$ cat src/rtl/fb_port_arbiter_if.sv
`timescale 1ns/1ps
`default_nettype none
// ============================================================================
// Module   : fb_port_arbiter_if
// Purpose  : Bundles the reader, writer and RAM-side signals of the
//            framebuffer port arbiter.
// Ports    : disp_en/rd_req/rd_addr -> rd_data/rd_valid  (VGA reader)
//            wr_valid/wr_addr/wr_data -> wr_ready/wr_idle (pixel writer)
//            fifo_level, starve_err                       (status)
//            mem_addr/mem_data/mem_wren <- mem_q           (single-port RAM)
//            Modport slave = arbiter view, master = surrounding logic.
// Revision : 1.0  initial release
// ============================================================================
interface fb_port_arbiter_if #(
  parameter int ADDR_W     = 19,
  parameter int DATA_W     = 8,
  parameter int FIFO_DEPTH = 4
);
  localparam int c_LVL_W = $clog2(FIFO_DEPTH) + 1;

  logic              disp_en;
  logic              rd_req;
  logic [ADDR_W-1:0] rd_addr;
  logic [DATA_W-1:0] rd_data;
  logic              rd_valid;
  logic              wr_valid;
  logic [ADDR_W-1:0] wr_addr;
  logic [DATA_W-1:0] wr_data;
  logic              wr_ready;
  logic              wr_idle;
  logic [c_LVL_W-1:0] fifo_level;
  logic              starve_err;
  logic [ADDR_W-1:0] mem_addr;
  logic [DATA_W-1:0] mem_data;
  logic              mem_wren;
  logic [DATA_W-1:0] mem_q;

  modport slave (
    input  disp_en, rd_req, rd_addr, wr_valid, wr_addr, wr_data, mem_q,
    output rd_data, rd_valid, wr_ready, wr_idle, fifo_level, starve_err,
           mem_addr, mem_data, mem_wren
  );

  modport master (
    output disp_en, rd_req, rd_addr, wr_valid, wr_addr, wr_data, mem_q,
    input  rd_data, rd_valid, wr_ready, wr_idle, fifo_level, starve_err,
           mem_addr, mem_data, mem_wren
  );
endinterface
`default_nettype wire

$ cat src/rtl/fb_port_arbiter.sv
`timescale 1ns/1ps
`default_nettype none
// ============================================================================
// Module   : fb_port_arbiter
// Purpose  : Shares one single-port framebuffer RAM between the VGA scan-out
//            reader (absolute priority) and a pixel writer whose requests are
//            buffered in a small FIFO and drained into free cycles.
// Ports    : clk  - 50 MHz clock, rising edge
//            rst  - synchronous active-high reset
//            bus  - fb_port_arbiter_if.slave (reader, writer, status, RAM)
// Revision : 1.0  initial release
// ============================================================================
module fb_port_arbiter #(
  parameter int ADDR_W     = 19,
  parameter int DATA_W     = 8,
  parameter int FIFO_DEPTH = 4,
  parameter int RAM_LAT    = 1,
  parameter int STARVE_MAX = 1023
) (
  input  logic                  clk,
  input  logic                  rst,
  fb_port_arbiter_if.slave      bus
);

  localparam int c_PTR_W = $clog2(FIFO_DEPTH);
  localparam int c_LVL_W = c_PTR_W + 1;
  localparam int c_CNT_W = $clog2(STARVE_MAX + 1);
  localparam logic [c_LVL_W-1:0] c_FULL       = c_LVL_W'(FIFO_DEPTH);
  localparam logic [c_CNT_W-1:0] c_STARVE_MAX = c_CNT_W'(STARVE_MAX);

  typedef enum logic [1:0] {
    GNT_IDLE  = 2'd0,
    GNT_READ  = 2'd1,
    GNT_WRITE = 2'd2
  } grant_t;

  // FIFO storage and bookkeeping
  logic [ADDR_W-1:0]  r_fifo_addr [FIFO_DEPTH];
  logic [DATA_W-1:0]  r_fifo_data [FIFO_DEPTH];
  logic [c_PTR_W-1:0] r_wptr;
  logic [c_PTR_W-1:0] r_rptr;
  logic [c_LVL_W-1:0] r_level;

  // Read return pipe: bit k set means a read granted k+1 cycles ago
  logic [RAM_LAT:0]   r_vpipe;
  logic [DATA_W-1:0]  r_rd_data;

  logic [c_CNT_W-1:0] r_starve_cnt;
  logic               r_starve_err;

  grant_t             w_grant;
  logic               w_fifo_empty;
  logic               w_wr_ready;
  logic               w_push;
  logic               w_pop;
  logic               w_starving;
  logic [c_CNT_W-1:0] w_cnt_nxt;

  assign w_fifo_empty = (r_level == '0);
  // Full is judged on the current level only, so a pop in the same cycle
  // never lets a push slip into a full FIFO.
  assign w_wr_ready   = (r_level != c_FULL) & ~rst;
  assign w_push       = bus.wr_valid & w_wr_ready;
  assign w_pop        = (w_grant == GNT_WRITE);

  // Per-cycle grant: the reader always wins, the FIFO head takes the rest.
  always_comb begin
    w_grant = GNT_IDLE;
    if (!rst) begin
      if (bus.rd_req && bus.disp_en) begin
        w_grant = GNT_READ;
      end else if (!w_fifo_empty) begin
        w_grant = GNT_WRITE;
      end
    end
  end

  always_comb begin
    bus.mem_addr = '0;
    bus.mem_data = '0;
    bus.mem_wren = 1'b0;
    unique case (w_grant)
      GNT_READ: begin
        bus.mem_addr = bus.rd_addr;
      end
      GNT_WRITE: begin
        bus.mem_addr = r_fifo_addr[r_rptr];
        bus.mem_data = r_fifo_data[r_rptr];
        bus.mem_wren = 1'b1;
      end
      default: begin
        bus.mem_wren = 1'b0;
      end
    endcase
  end

  // Storage needs no reset; validity is carried by the pointers and level.
  always_ff @(posedge clk) begin
    if (w_push) begin
      r_fifo_addr[r_wptr] <= bus.wr_addr;
      r_fifo_data[r_wptr] <= bus.wr_data;
    end
  end

  always_ff @(posedge clk) begin
    if (rst) begin
      r_wptr  <= '0;
      r_rptr  <= '0;
      r_level <= '0;
    end else begin
      if (w_push) r_wptr <= r_wptr + c_PTR_W'(1);
      if (w_pop)  r_rptr <= r_rptr + c_PTR_W'(1);
      unique case ({w_push, w_pop})
        2'b10:   r_level <= r_level + c_LVL_W'(1);
        2'b01:   r_level <= r_level - c_LVL_W'(1);
        default: r_level <= r_level;
      endcase
    end
  end

  // mem_q is valid RAM_LAT cycles after the grant; rd_valid follows one
  // cycle later together with the captured pixel.
  always_ff @(posedge clk) begin
    if (rst) begin
      r_vpipe   <= '0;
      r_rd_data <= '0;
    end else begin
      r_vpipe <= {r_vpipe[RAM_LAT-1:0], (w_grant == GNT_READ)};
      if (r_vpipe[RAM_LAT-1]) begin
        r_rd_data <= bus.mem_q;
      end
    end
  end

  // Starvation: consecutive cycles where a write waits behind a read.
  assign w_starving = ~w_fifo_empty & (w_grant == GNT_READ);

  always_comb begin
    w_cnt_nxt = r_starve_cnt;
    if (!w_starving) begin
      w_cnt_nxt = '0;
    end else if (r_starve_cnt != c_STARVE_MAX) begin
      w_cnt_nxt = r_starve_cnt + c_CNT_W'(1);
    end
  end

  always_ff @(posedge clk) begin
    if (rst) begin
      r_starve_cnt <= '0;
      r_starve_err <= 1'b0;
    end else begin
      r_starve_cnt <= w_cnt_nxt;
      if (w_cnt_nxt == c_STARVE_MAX) begin
        r_starve_err <= 1'b1;
      end
    end
  end

  assign bus.rd_data    = r_rd_data;
  assign bus.rd_valid   = r_vpipe[RAM_LAT];
  assign bus.wr_ready   = w_wr_ready;
  assign bus.wr_idle    = rst | (w_fifo_empty & ~w_push);
  assign bus.fifo_level = r_level;
  assign bus.starve_err = r_starve_err;

endmodule
`default_nettype wire

$ cat src/flat_wrapper.sv
// flat-port wrapper written by rule: the top's interface ports become plain ports
module fb_port_arbiter_flat 
#(
  parameter int ADDR_W     = 19,
  parameter int DATA_W     = 8,
  parameter int FIFO_DEPTH = 4,
  parameter int RAM_LAT    = 1,
  parameter int STARVE_MAX = 1023
)
  (clk, rst, bus_disp_en, bus_rd_req, bus_rd_addr, bus_wr_valid, bus_wr_addr, bus_wr_data, bus_mem_q, bus_rd_data, bus_rd_valid, bus_wr_ready, bus_wr_idle, bus_fifo_level, bus_starve_err, bus_mem_addr, bus_mem_data, bus_mem_wren);
  fb_port_arbiter_if #(.ADDR_W(ADDR_W), .DATA_W(DATA_W), .FIFO_DEPTH(FIFO_DEPTH)) bus_i ();
  input  logic clk;
  input  logic rst;
  input wire logic [$bits(bus_i.disp_en)-1:0] bus_disp_en;
  input wire logic [$bits(bus_i.rd_req)-1:0] bus_rd_req;
  input wire logic [$bits(bus_i.rd_addr)-1:0] bus_rd_addr;
  input wire logic [$bits(bus_i.wr_valid)-1:0] bus_wr_valid;
  input wire logic [$bits(bus_i.wr_addr)-1:0] bus_wr_addr;
  input wire logic [$bits(bus_i.wr_data)-1:0] bus_wr_data;
  input wire logic [$bits(bus_i.mem_q)-1:0] bus_mem_q;
  output wire logic [$bits(bus_i.rd_data)-1:0] bus_rd_data;
  output wire logic [$bits(bus_i.rd_valid)-1:0] bus_rd_valid;
  output wire logic [$bits(bus_i.wr_ready)-1:0] bus_wr_ready;
  output wire logic [$bits(bus_i.wr_idle)-1:0] bus_wr_idle;
  output wire logic [$bits(bus_i.fifo_level)-1:0] bus_fifo_level;
  output wire logic [$bits(bus_i.starve_err)-1:0] bus_starve_err;
  output wire logic [$bits(bus_i.mem_addr)-1:0] bus_mem_addr;
  output wire logic [$bits(bus_i.mem_data)-1:0] bus_mem_data;
  output wire logic [$bits(bus_i.mem_wren)-1:0] bus_mem_wren;
  assign bus_i.disp_en = bus_disp_en;
  assign bus_i.rd_req = bus_rd_req;
  assign bus_i.rd_addr = bus_rd_addr;
  assign bus_i.wr_valid = bus_wr_valid;
  assign bus_i.wr_addr = bus_wr_addr;
  assign bus_i.wr_data = bus_wr_data;
  assign bus_i.mem_q = bus_mem_q;
  assign bus_rd_data = bus_i.rd_data;
  assign bus_rd_valid = bus_i.rd_valid;
  assign bus_wr_ready = bus_i.wr_ready;
  assign bus_wr_idle = bus_i.wr_idle;
  assign bus_fifo_level = bus_i.fifo_level;
  assign bus_starve_err = bus_i.starve_err;
  assign bus_mem_addr = bus_i.mem_addr;
  assign bus_mem_data = bus_i.mem_data;
  assign bus_mem_wren = bus_i.mem_wren;
  fb_port_arbiter #(.ADDR_W(ADDR_W), .DATA_W(DATA_W), .FIFO_DEPTH(FIFO_DEPTH), .RAM_LAT(RAM_LAT), .STARVE_MAX(STARVE_MAX)) u_core (.clk(clk), .rst(rst), .bus(bus_i));
endmodule
$ cat config.mk
export PLATFORM = sky130hd
export DESIGN_NAME = fb_port_arbiter_flat
export DESIGN_NICKNAME = d
export VERILOG_FILES = /design/src/rtl/fb_port_arbiter_if.sv /design/src/rtl/fb_port_arbiter.sv /design/src/flat_wrapper.sv
export SDC_FILE = /design/constraint.sdc
export NUM_CORES = 1
export LEC_CHECK = 0
export BUFFER_PORTS_ARGS = -buffer_cell sky130_fd_sc_hd__buf_2
export CAP_MARGIN = 10
export CORE_MARGIN = 8
export CORE_UTILIZATION = 59
export CTS_CLUSTER_DIAMETER = 30
export CTS_CLUSTER_SIZE = 10
export DETAILED_ROUTE_END_ITERATION = 10
export PLACE_DENSITY = 0.91
export SYNTH_ARGS = -nofsm -noshare
export SYNTH_HDL_FRONTEND = slang
export SYNTH_SLANG_ARGS = --single-unit
$ cat constraint.sdc
create_clock -name clk -period 3.6 [get_ports clk]
set_input_delay 0.18 -clock clk [delete_from_list [all_inputs] [get_ports clk]]
set_output_delay 0.18 -clock clk [all_outputs]
set_load 0.005 [all_outputs]
==> impl_metrics.csv <==
group,metric,value,unit
worst_setup_path,cp-start-kind,"register",
route,finalWirelength,12800,um
synthesis,yosys_most_used_dff,"edfxtp_1",
synthesis,syn-mean-instance-area,17.1,sq um
grt,grt_max_degree,28,
timing,finClkSkew,0.00739,ns
power,pwr_density_cell,565,nW/um^2
route,drt_pass1_iterations,5,
synthesis,synth_area_leaders,"edfxtp_1 59%, mux4_2 11%, dfxtp_1 11%",
clock_tree,cts_tree,"built",
finish,nFillCells,481,
placed_design,gp_congestion,0.886,
worst_setup_path,worstReg2RegEnd,"u_core.bus.fifo_level[2]",
finish,area_growth,27.6,%
power,peakVddDrop,0.000398,V
worst_setup_path,cp.arrival,2.50,ns
floorplanning,die_x,113,um
worst_hold_path,hp-start,"rst",
route,vias,3543,
floorplanning,start_util,0.600,
clock_tree,cts-root-buf,"clkbuf_8",
synthesis,ys_warn_count,0,
timing,slew_violations,0,
synthesis,synth_edf_count,108,
floorplanning,row_count,35,
clock_tree,insertion_delay,0.52,ns
synthesis,synth_top_area_share,0.590,
grt,antenna_found_initial,0,
worst_hold_path,hold_class,"in2reg",
synthesis,synthCells,322,
route,avgViaCountPerCell,5.97,
timing,postLayoutSetupSlackWorst,0.921,ns
worst_setup_path,r2r_cells,9,
outcome,status,"completed",
worst_setup_path,r2r_slack,1.06,ns
finish,layout.nets,535,
floorplanning,num_io_pins,102,
clock_tree,post_cts_buffers,0,
grt,track_usage,0.210,
placed_design,numPortBuffers,101,
finish,diodes,0,
timing,timing.final.crit_share,0.744,
worst_setup_path,slowest_delay,0.82,ns
grt,grt_pass1_wl,20100,um
finish,layout-drive-gt1-share,0.355,
worst_setup_path,worstPathRequired,3.42,ns
finish,final_core_util,0.766,
worst_hold_path,hold_end,"u_core.bus.rd_data[4]",
synthesis,yosys.area.top_type,"edfxtp_1",
route,drc_errors,0,
worst_setup_path,critical_path.max_fanout,20,
timing,relSlewSlack,0.499,
floorplanning,dieHeight,113,um
timing,tightest_slew,0.752,ns
worst_setup_path,criticalPathCategory,"reg2out",
worst_setup_path,crit_slowest_cell,"dfxtp_2",
timing,finalCriticalPeriod,2.68,ns
worst_setup_path,rr_startpoint,"u_core.bus.fifo_level[2]",
clock_tree,clk_path_buf_depth,2,
worst_setup_path,cp_num_buf_inv,2,
worst_setup_path,cp_cell_sequence,"buf_4 -> mux4_2 -> a22o_1 -> buf_2",
timing,max_clock_freq,373,MHz
timing,report.final.hold_viol_count,0,
timing,fin_tns_setup,0,ns
route,ant_nets,0,
synthesis,synth_cell_types,42,
worst_hold_path,min_path_cells,2,
grt,grt.met3_usage,0.0746,
worst_setup_path,worst_setup_path_end_kind,"primary output",
worst_setup_path,cp_top_family,"flip-flops",
synthesis,synth-seq-cells,138,
route,wl_per_cell,21.6,um
grt,gr-usage-met1,0.240,
clock_tree,cts_resized,0,
floorplanning,core,9150,sq um
floorplanning,die_area,12700,sq um
timing,rsz0062_at_grt,"false",
grt,first_global_vias,3764,
clock_tree,cts_hold_buf,35,
clock_tree,clk_pin_slew,0.06,ns
clock_tree,cts_inserted_buffers,17,
clock_tree,cts.sinks,138,
clock_tree,cts_max_level,4,
placed_design,place_hpwl,7400,um
route,drtIter0Drc,308,
synthesis,async_reset_ff_frac,0,
grt,grt-busiest-layer,"met2",
timing,holdWs,0.0585,ns
grt,grt_overflow,0,
grt,gr-usage-met2,0.353,
timing,setup_violations,0,
synthesis,syn_area,5500,sq um
power,leakage,2.64,nW
synthesis,synth_fp_nets,388,
job,drv_cap,0,
placed_design,preCtsSetupSlack,0.818,ns
synthesis,yosysSeqAreaShare,0.699,
## layer usage
layer	wire, um	vias up
li1	-	1572
met5	0	-
met1	4860	1762
met3	1080	27
met2	6600	182
met4	277	0
## cells in the final DEF, fill, tap and decap left out, types with 4 or more instances in the layout
cell             n
a22o_1          19
dfxtp_1         29
edfxtp_1       108
and3_1          14
nand3_1          4
nor2_1          26
mux2i_1         10
mux4_2          27
inv_1            8
inv_6            4
a21oi_1          5
dlygate4sd3_1   35
nand2_1          6
clkbuf_16       16
ha_1             6
xnor2_1          5
buf_2          101
o21ai_0          5
buf_4            8
## final cells by class
cell class              count  area, sq um  share of cell area
repair buffers            144          916               0.131
flip-flops and latches    138         3840               0.548
well taps                 111          139              0.0198
inverters                   8         30.0             0.00428
clock inverters            13          119              0.0170
clock buffers              19          422              0.0601
multi-input cells         160         1540               0.220
## cell families after synthesis
group / after synthesis / share of synthesized area
fa+ha+maj: 7 / 0.0173
mux: 37 / 0.129
buf+inv: 24 / 0.0203
simple gates: 68 / 0.0660
compound gates: 40 / 0.0553
flops: 138 / 0.699
xor+xnor: 8 / 0.0128
## synthesized netlist by cell type (2+ instances only)
master    number
buf_2          5
ha_1           6
nand2_1        6
a31oi_1        3
mux4_2        27
a22o_1        19
and3_1        14
xor2_1         3
and2_1         3
a21oi_1        5
edfxtp_1     108
dfxtp_1       30
or3_1          2
nand3_1        4
o21ai_0        5
nor4b_1        2
nor2_1        26
clkbuf_1       8
xnor2_1        5
mux2i_1       10
inv_1          8
nand4_1        3
## sequential cells by signal (all words and copies together) (netlist names), named ones only
name                   flops
u_core.r_rptr              2
u_core.r_fifo_data        32
u_core.r_starve_cnt       10
u_core.r_wptr              2
u_core.bus.rd_data         8
u_core.r_vpipe             2
u_core.bus.starve_err      1
u_core.r_fifo_addr        76
u_core.bus.fifo_level      3
## where the power goes
| part | internal [mW] | switching, mW | total, mW |
|---|---|---|---|
| registers | 1.78 | 0.0621 | 1.85 |
| logic | 0.278 | 0.248 | 0.526 |
| clock network | 0.920 | 0.669 | 1.59 |
| total | 2.98 | 0.979 | 3.96 |
## through the flow
stage	cells	total power, mW	instance area, sq um
after global placement	526	2.34	6120
final	593	3.96	7010
after global routing	593	4.10	7010
after detailed placement	526	2.37	6120
after CTS	593	3.97	7010
after floorplan	322	2.18	5500
## worst reg2reg max path, stage by stage, from the launching register on
cell     delay [ns]
dfxtp_1        0.38
or3_1          0.31
and2_1         0.18
buf_4          0.29
ha_1           0.25
inv_1          0.06
fa_1           0.37
xor2_1         0.15
or3_1          0.31
a21oi_1        0.15
## worst max-delay path by stage
stage / to / slack [ns] / cells past startpoint
final: bus_mem_addr[11] / 0.92 / 4
after global routing: bus_mem_addr[11] / 0.76 / 4
after CTS: bus_mem_addr[0] / 0.86 / 4
after detailed placement: u_core.bus.fifo_level[2] / 0.82 / 10
after global placement: u_core.bus.fifo_level[2] / 0.93 / 10
after floorplan: u_core.bus.fifo_level[2] / 1.36 / 10
No activity file was read; power rests on OpenSTA's default activity.
